===== src/rtl/rom_dl_sched.sv =====
// rom_dl_sched: packs the byte-wide ROM download stream (ioctl_*) into 16-bit
// SDRAM words, buffers them in a small FIFO and issues them on a toggle
// request/acknowledge port. It also flags load completion and produces the
// core reset.
//
// Optional build macro: ROM_DL_CHECKSUM_EN adds a 16-bit running sum output.
//
// Ports
//   clk_sys        system clock, rising edge
//   reset          synchronous active-high reset
//   ioctl_download download in progress
//   ioctl_index    download target index (only DL_INDEX is accepted)
//   ioctl_wr       byte-write strobe (level; its rising edge is the event)
//   ioctl_addr     byte address
//   ioctl_dout     byte data
//   user_reset     OSD/button reset request
//   port_req       SDRAM request toggle
//   port_ack       SDRAM acknowledge toggle (done when equal to port_req)
//   port_a         word address
//   port_ds        byte enables {hi,lo}
//   port_d         write word
//   port_we        high while a request is outstanding
//   rom_loaded     sticky: download finished and fully flushed
//   core_reset     registered core reset
//   overflow       sticky: a word was dropped because the FIFO was full
//   checksum       (ROM_DL_CHECKSUM_EN only) wrapping sum of accepted bytes
module rom_dl_sched #(
  parameter int unsigned FIFO_DEPTH = 4,
  parameter logic [7:0]  DL_INDEX   = 8'h00
) (
  input  logic        clk_sys,
  input  logic        reset,
  input  logic        ioctl_download,
  input  logic [7:0]  ioctl_index,
  input  logic        ioctl_wr,
  input  logic [24:0] ioctl_addr,
  input  logic [7:0]  ioctl_dout,
  input  logic        user_reset,
  output logic        port_req,
  input  logic        port_ack,
  output logic [22:0] port_a,
  output logic [1:0]  port_ds,
  output logic [15:0] port_d,
  output logic        port_we,
  output logic        rom_loaded,
  output logic        core_reset,
  output logic        overflow
`ifdef ROM_DL_CHECKSUM_EN
  ,
  output logic [15:0] checksum
`endif
);

  localparam int unsigned PW = (FIFO_DEPTH > 1) ? $clog2(FIFO_DEPTH) : 1;
  localparam int unsigned CW = PW + 1;

  typedef enum logic [1:0] {S_IDLE, S_ISSUE, S_WAIT, S_DONE} state_t;

  state_t state_q, state_d;

  // Edge detection on the strobe and the download flag
  logic wr_d, dl_d;
  logic accept, dl_rise, dl_fall;
  logic [22:0] byte_wa;

  // Pending even byte
  logic        pend_valid;
  logic [22:0] pend_a;
  logic [7:0]  pend_b;
  logic        pend_set, pend_clr;

  // Enqueue request
  logic        enq;
  logic [22:0] enq_a;
  logic [1:0]  enq_ds;
  logic [15:0] enq_d;

  // FIFO: entry = {a[22:0], ds[1:0], d[15:0]}
  logic [40:0]   fifo_mem [FIFO_DEPTH];
  logic [PW-1:0] wptr, rptr;
  logic [CW-1:0] count;
  logic          fifo_full, fifo_empty, push, pop;
  logic [40:0]   head;

  logic dl_seen;
  logic unused_addr_msb;

  assign unused_addr_msb = ioctl_addr[24];

  always_ff @(posedge clk_sys) begin
    wr_d <= ioctl_wr;
    dl_d <= ioctl_download;
  end

  assign accept  = ioctl_wr & ~wr_d & ioctl_download & (ioctl_index == DL_INDEX);
  assign dl_rise = ioctl_download & ~dl_d;
  assign dl_fall = ~ioctl_download & dl_d;
  assign byte_wa = ioctl_addr[23:1];

  // Byte packing. The displaced pending byte is enqueued in the same cycle the
  // new even byte is latched, so each accept costs at most one enqueue.
  always_comb begin
    enq      = 1'b0;
    enq_a    = '0;
    enq_ds   = '0;
    enq_d    = '0;
    pend_set = 1'b0;
    pend_clr = 1'b0;
    if (accept) begin
      if (!ioctl_addr[0]) begin
        pend_set = 1'b1;
        if (pend_valid) begin
          enq    = 1'b1;
          enq_a  = pend_a;
          enq_ds = 2'b01;
          enq_d  = {pend_b, pend_b};
        end
      end else if (pend_valid && (pend_a == byte_wa)) begin
        enq      = 1'b1;
        enq_a    = byte_wa;
        enq_ds   = 2'b11;
        enq_d    = {ioctl_dout, pend_b};
        pend_clr = 1'b1;
      end else begin
        enq    = 1'b1;
        enq_a  = byte_wa;
        enq_ds = 2'b10;
        enq_d  = {ioctl_dout, ioctl_dout};
      end
    end else if (dl_fall && pend_valid) begin
      enq      = 1'b1;
      enq_a    = pend_a;
      enq_ds   = 2'b01;
      enq_d    = {pend_b, pend_b};
      pend_clr = 1'b1;
    end
  end

  always_ff @(posedge clk_sys) begin
    if (reset) begin
      pend_valid <= 1'b0;
      pend_a     <= '0;
      pend_b     <= '0;
    end else if (pend_set) begin
      pend_valid <= 1'b1;
      pend_a     <= byte_wa;
      pend_b     <= ioctl_dout;
    end else if (pend_clr) begin
      pend_valid <= 1'b0;
    end
  end

  assign fifo_full  = (count == CW'(FIFO_DEPTH));
  assign fifo_empty = (count == '0);
  assign push       = enq & ~fifo_full;
  assign head       = fifo_mem[rptr];

  always_ff @(posedge clk_sys) begin
    if (push) fifo_mem[wptr] <= {enq_a, enq_ds, enq_d};
  end

  always_ff @(posedge clk_sys) begin
    if (reset) begin
      wptr     <= '0;
      rptr     <= '0;
      count    <= '0;
      overflow <= 1'b0;
    end else begin
      if (push) wptr <= wptr + 1'b1;
      if (pop)  rptr <= rptr + 1'b1;
      count <= count + CW'(push) - CW'(pop);
      if (enq && fifo_full) overflow <= 1'b1;
    end
  end

  // Scheduler: state register
  always_ff @(posedge clk_sys) begin
    if (reset) state_q <= S_IDLE;
    else       state_q <= state_d;
  end

  // Scheduler: next state and pop strobe
  always_comb begin
    state_d = state_q;
    pop     = 1'b0;
    unique case (state_q)
      S_IDLE: begin
        if (!fifo_empty)
          state_d = S_ISSUE;
        else if (!ioctl_download && !pend_valid && dl_seen)
          state_d = S_DONE;
      end
      S_ISSUE: begin
        pop     = 1'b1;
        state_d = S_WAIT;
      end
      S_WAIT: begin
        if (port_ack == port_req) state_d = S_IDLE;
      end
      S_DONE: begin
        if (dl_rise) state_d = S_IDLE;
      end
      default: state_d = S_IDLE;
    endcase
  end

  // SDRAM port registers and status flags. On reset port_req copies port_ack
  // so the idle handshake reads as complete and nothing is requested.
  always_ff @(posedge clk_sys) begin
    if (reset) begin
      port_req   <= port_ack;
      port_we    <= 1'b0;
      port_a     <= '0;
      port_ds    <= '0;
      port_d     <= '0;
      dl_seen    <= 1'b0;
      rom_loaded <= 1'b0;
    end else begin
      if (state_q == S_ISSUE) begin
        port_a   <= head[40:18];
        port_ds  <= head[17:16];
        port_d   <= head[15:0];
        port_req <= ~port_req;
        port_we  <= 1'b1;
      end
      if ((state_q == S_WAIT) && (port_ack == port_req)) port_we <= 1'b0;
      if (state_q == S_DONE) rom_loaded <= 1'b1;
      if ((state_q == S_DONE) && dl_rise)
        dl_seen <= 1'b0;
      else if (ioctl_download && (state_q != S_DONE))
        dl_seen <= 1'b1;
    end
  end

  always_ff @(posedge clk_sys) begin
    core_reset <= reset | user_reset | ~rom_loaded;
  end

`ifdef ROM_DL_CHECKSUM_EN
  // Sums every accepted byte, including ones later dropped by a full FIFO
  always_ff @(posedge clk_sys) begin
    if (reset)
      checksum <= '0;
    else if (dl_rise)
      checksum <= accept ? {8'h00, ioctl_dout} : '0;
    else if (accept)
      checksum <= checksum + {8'h00, ioctl_dout};
  end
`endif

endmodule

===== config.mk =====
export PLATFORM = sky130hd
export DESIGN_NAME = rom_dl_sched
export DESIGN_NICKNAME = d
export VERILOG_FILES = /design/src/rtl/rom_dl_sched.sv
export SDC_FILE = /design/constraint.sdc
export NUM_CORES = 1
export LEC_CHECK = 0
export ABC_AREA = 1
export BUFFER_PORTS_ARGS = -buffer_cell sky130_fd_sc_hd__buf_4
export CAP_MARGIN = 10
export CORE_MARGIN = 2
export CORE_UTILIZATION = 45
export DETAILED_ROUTE_END_ITERATION = 8
export GPL_ROUTABILITY_DRIVEN = 0
export GPL_TIMING_DRIVEN = 0
export SKIP_LAST_GASP = 1
export SYNTH_ARGS = -nofsm -noshare
export SYNTH_HDL_FRONTEND = slang
export SYNTH_SLANG_ARGS = --single-unit
export TNS_END_PERCENT = 1

===== constraint.sdc =====
create_clock -name clk_sys -period 8.3 [get_ports clk_sys]
set_input_delay 2.49 -clock clk_sys [delete_from_list [all_inputs] [get_ports clk_sys]]
set_output_delay 2.49 -clock clk_sys [all_outputs]
set_load 0.03 [all_outputs]

## Yosys cells after proc, flatten, opt, wreduce, memory -nomap -nowiden

Memories as Yosys holds them, arrays and structs flattened. A register that Yosys moved wholly into a read port is not among the register bits.
Cells that the tools add are included.

| operators by class | value |
|---|---|
| add/sub/neg operators | 4 |
| eq/ne operators | 10 |
| mux-type cells | 35 |
| bitwise operators | 14 |
| reduce and logical (&&, ||, !) cells | 18 |

Operators with widths:

| operator | count |
|---|---|
| $mux W23 | 4 |
| $mux W16 | 4 |
| $eq A23 B23 Y1 | 1 |
| $mux W1 | 19 |
| $mux W2 | 6 |
| $logic_and A1 B1 Y1 | 8 |
| $logic_not A8 Y1 | 1 |
| $mux W8 | 1 |
| $pmux W2 S4 | 1 |
| $and A1 B1 Y1 | 6 |
| $ne A2 B2 Y1 const B | 3 |
| $not A1 Y1 | 6 |
| $add A2 B1 Y2 const B | 2 |
| $eq A2 B2 Y1 const B | 2 |
| $reduce_bool A2 Y1 | 2 |
| $reduce_or A2 Y1 | 2 |
| $add A3 B1 Y3 | 1 |
| $eq A3 B3 Y1 const B | 1 |
| $logic_not A3 Y1 | 1 |
| $ne A3 B3 Y1 const B | 1 |
| $reduce_and A3 Y1 | 1 |
| $sub A3 B1 Y3 | 1 |
| $eq A2 B1 Y1 const B | 1 |
| $logic_not A1 Y1 | 2 |
| 3 further kinds | 4 |

| storage, ports and cells | value |
|---|---|
| register bits | 49 |
| RAM bits | 164 |
| input bits | 47 |
| output and inout bits | 46 |
| memories | 1 |

Memory list:

| name | depth | width | read ports | clocked after memory_dff | wr ports | RTL line | source |
|---|---|---|---|---|---|---|---|
| fifo_mem | 4 | 41 | 1 | 1 | 1 | 79 | `logic [40:0] fifo_mem [FIFO_DEPTH];` |

## Longest topological paths before layout

| depth | value |
|---|---|
| depth after elaboration | 8 |
| gate-level depth with buffers | 14 |
| gate-level depth less buffers | 14 |

## Least setup slack after synthesis

OpenSTA, ideal clock, no wires.

| timing | value |
|---|---|
| kind | input to register |
| start | input port ioctl_wr |
| end | memory fifo_mem[0][0], enable pin |
| library setup time | 439 ps |
| arrival | 5108 ps |
| path slack | 2753 ps |
| stages | 8 |
| path buffers | 0 |
| cell sequence | inv_1 nor2_1 nand2_1 nor3_4 inv_2 o211ai_4 nand2_2 nor2_1 |

| on the way | value |
|---|---|
| word-level cells in the longest chain between the ends | 7 |

Ends and longest elaborated chain:

| item | RTL line | source |
|---|---|---|
| start: declaration | 35 | `input logic ioctl_wr,` |
| $and A1 B1 Y1 (3 in a row) | 95 | `assign accept = ioctl_wr & ~wr_d & ioctl_download & (ioctl_index == DL_INDEX);` |
| $mux W1 | 109 | `if (accept) begin` |
| $and A1 B1 Y1 | 155 | `assign push = enq & ~fifo_full;` |
| $mux W1 | 159 | `if (push) fifo_mem[wptr] <= {enq_a, enq_ds, enq_d};` |
| $mux W1 (implied by the code) | 159 |  |
| end: declaration | 79 |  |

Every way passes these cells.

## Worst setup path after layout

| timing | value |
|---|---|
| start | input port ioctl_wr |
| end | register count[2] |

| on the way | value |
|---|---|
| word-level cells in the longest chain between the ends | 7 |

Ends and longest elaborated chain:

| item | RTL line | source |
|---|---|---|
| $and A1 B1 Y1 (3 in a row) | 95 |  |
| $mux W1 | 109 |  |
| $and A1 B1 Y1 | 155 |  |
| $add A3 B1 Y3 | 171 | `count <= count + CW'(push) - CW'(pop);` |
| $sub A3 B1 Y3 | 171 |  |
| end signal: assignment | 171 |  |
| end: declaration | 81 | `logic [CW-1:0] count;` |

Every way passes these cells.
A chain may end at the register's enable or synchronous reset.

==> results.yml <==
run:
  cap_viol_max_count: 0
yosys:
  async_reset_ff_share_pct: 0
  synth_cell_type_count: 39
  yosysSeqAreaShare_pct: 64.12
  synth_fp_nets: 1108
  ys_ff_latch: 254
  syn_inst: 1054
  synth_edf_count: 165
  synth_flop_cell: "edfxtp_1"
  syn_avg_cell_area_um2: 9.968
  netlist_area_um2: 10510
  yosys_warnings: 0
cells_and_area:
  final_nets: 1233
  finalCoreUtilization_pct: 55.21
  layout_commonest_cell: "nor2_1"
  drive_gt1_share_pct: 13.93
  regArea_um2: 6736
  area_growth_pct: 19.70
  layout.cells.non_filler: 1512
  n_fill_cell: 2040
  mostFrequentLayoutCells: "nor2_1, edfxtp_1, o21ai_0, inv_1, nand2_1"
  multi_input_area_um2: 3103
  n_antenna_cell: 0
grt:
  grt_start_max_net_pins: 25
  overflow: 0
  grt_pass1_wl_mm: 40.72
  antenna_found_initial: 0
  grt_pass1_vias: 7396
  gr-usage-all-layers_pct: 21.62
clocking:
  clkSinkCount: 254
  clockBufferDepth: 3
  clkTransAtPathRegs_ns: 0.06
  clk_latency_ns: 0.52
  cts_tree: "done"
  cts-buffers-inserted: 27
  holdBufCountCts: 0
  cts_root_buffer: "clkbuf_16"
  post_cts_buffers: 0
  cts_resized: 0
  htreeDepth: 1
timing:
  hold_viol: 0
  setup_viol: 0
  worst_pin_slew_ns: 0.8542
  setup_tns_ns: 0
  finalCritPeriodShare_pct: 54.95
  fmax_mhz: 219.2
  finalCriticalPeriod_ns: 4.561
  drv_slew: 0
  clock-skew-final_ns: 0.01279
  maxSlewHeadroom_pct: 42.92
  rsz0062_at_grt: "no"
die:
  ios: 93
  initial_core_util_pct: 46.12
  fp.dieW_um: 156.8
  die_h_um: 156.8
  design.die.area_um2: 24590
  rows: 55
  coreArea_um2: 22780
setup_path:
  crit_path_start_kind: "input port"
  rrSetupSlack_ns: 5.27
  crit_slowest_cell: "fa_1"
  end_kind: "flop"
  crit_chain: "buf_4 > inv_1 > nor2_1 > nand2_1 > nor3_4 > nand2_2 > o211ai_4 > nand2_2 > ha_1 > inv_1 > ha_1 > inv_1 > fa_1 > o21ai_0 > a21oi_1"
  cp.arrival_ns: 4.96
  cp_common_cell: "inv_1"
  path_buf_inv: 4
  worstSetupPathType: "in2reg"
  crit_fanout: 8
  cp_slowest_stage_delay_ns: 0.39
  worstPathRequired_ns: 8.70
  crit_family: "simple AND/OR/NAND/NOR gates"
pwr:
  ir_drop_mv: 0.1374
  sw_frac_of_total_pct: 31.33
  p_comb_share_pct: 24.0
  power.internal_w: 0.002333
  p_leak_nw: 4.964
  pwr-share-clk_pct: 32.7
  power.net_switching_w: 0.001065
  seq_power_share_pct: 43.3
  power_density_nw_per_um2: 270.2
routing:
  via_per_inst: 5.098
  wire_per_inst_um: 17.28
  drt_drc_violations_left: 0
  drtPass1Iterations: 5
  wirelength_mm: 26.13
  num_vias: 7708
  ant_nets: 0
  drt_iter0_drc: 553
status:
  status: "complete, no violations"
hold_path:
  hold_class: "reg2reg"
placed_design:
  hpwl_mm: 18.13
  placed_cells: 1463
  portBuffers: 90
-- synthesized netlist by cell type (2+ instances only) --
| master | n | share of area [%] |
|---|---|---|
| clkinv_1 | 2 | 0.071 |
| nor2_1 | 202 | 7.2 |
| nand3_1 | 7 | 0.33 |
| dfxtp_1 | 89 | 17 |
| inv_2 | 4 | 0.14 |
| nand2_2 | 2 | 0.12 |
| a21oi_1 | 38 | 1.8 |
| buf_2 | 5 | 0.24 |
| ha_1 | 6 | 0.71 |
| nand2_1 | 96 | 3.4 |
| edfxtp_1 | 165 | 47 |
| nor3_1 | 4 | 0.19 |
| o22a_1 | 7 | 0.58 |
| xor2_1 | 3 | 0.25 |
| buf_6 | 2 | 0.21 |
| nand4_1 | 2 | 0.12 |
| o22ai_2 | 10 | 1.2 |
| inv_1 | 118 | 4.2 |
| o22ai_1 | 60 | 3.6 |
| o21ai_1 | 3 | 0.14 |
| a22oi_1 | 7 | 0.50 |
| o21ai_0 | 159 | 7.6 |
| clkbuf_1 | 46 | 1.6 |
| or2_2 | 2 | 0.12 |
-- flip-flops by register name (all words and copies together), names as in the netlist, 2 cells and up --
register and cells:
pend_b 8, count 3, fifo_mem 164, port_d 16, pend_a 23, rptr 2
wptr 2, port_ds 2, state_q 2, port_a 23
-- worst reg2reg max path, delay by kind of cell (launching register included) --
| family | cells | cell delay, ns |
|---|---|---|
| buffers and inverters | 5 | 1.07 |
| adder cells (fa/ha/maj) | 3 | 0.88 |
| flip-flops | 1 | 0.37 |
| AND/OR/NAND/NOR | 1 | 0.35 |
| AO/OA/AOI/OAI | 2 | 0.24 |
-- per-stage QoR --
stage	setup WS, ns	cell area (um^2)	hold WS (ns)	power, W
floorplan	2.753	10510	0.4392	0.002022
global placement	0.8549	11570	0.4592	0.002308
detailed placement	3.200	11760	0.4614	0.002321
CTS	3.742	12580	0.4681	0.003430
global route	3.483	12580	0.5048	0.003575
finish	3.739	12580	0.4685	0.003398
-- per-layer routing --
layer  GRT usage (%)  routed length (um)  part of all wire, %
met1           31.43               12120                   46
met4           4.762                 394                  1.5
met2           34.80               11980                   46
met5               0                   0                    0
met3           2.825                1637                  6.3
-- logic make-up after synthesis --
logic type,count (synthesis),synth area share [%]
compound gates,289,15.90
xor+xnor,4,0.3335
fa+ha+maj,7,0.9051
buf+inv,179,6.633
flops,254,64.12
simple gates,321,12.11
-- area by class of cell --
class                      instances  area share [%]
buffer                            55           1.841
clock buffer                      38           5.860
clock inverter                    11          0.6169
inverter                         124           3.701
multi-input combinational        621           24.67
sequential                       254           53.57
tap                              313           3.114
timing repair buffer              96           6.626
-- path summary, 6_finish.rpt --
kind / start / cells after the start / endpoint
setup / recovery: ioctl_wr / 15 / count[2]$_SDFF_PP0_
hold / removal: dl_seen$_SDFFE_PP0P_ / 2 / dl_seen$_SDFFE_PP0P_
setup reg to reg: state_q[1]$_SDFFE_PP0P_ / 11 / count[2]$_SDFF_PP0_
hold reg to reg: dl_seen$_SDFFE_PP0P_ / 2 / dl_seen$_SDFFE_PP0P_
-- power by group through the flow --
stage / Clock [W] / Combinational (W) / Sequential (W)
after global routing: 0.00118 / 0.000912 / 0.00148
after floorplan: 0 / 0.000390 / 0.00163
final: 0.00111 / 0.000817 / 0.00147
after global placement: 0 / 0.000812 / 0.00150
after CTS: 0.00113 / 0.000824 / 0.00147
after detailed placement: 0 / 0.000822 / 0.00150
Note: power is estimated with default switching activity, not from simulation.
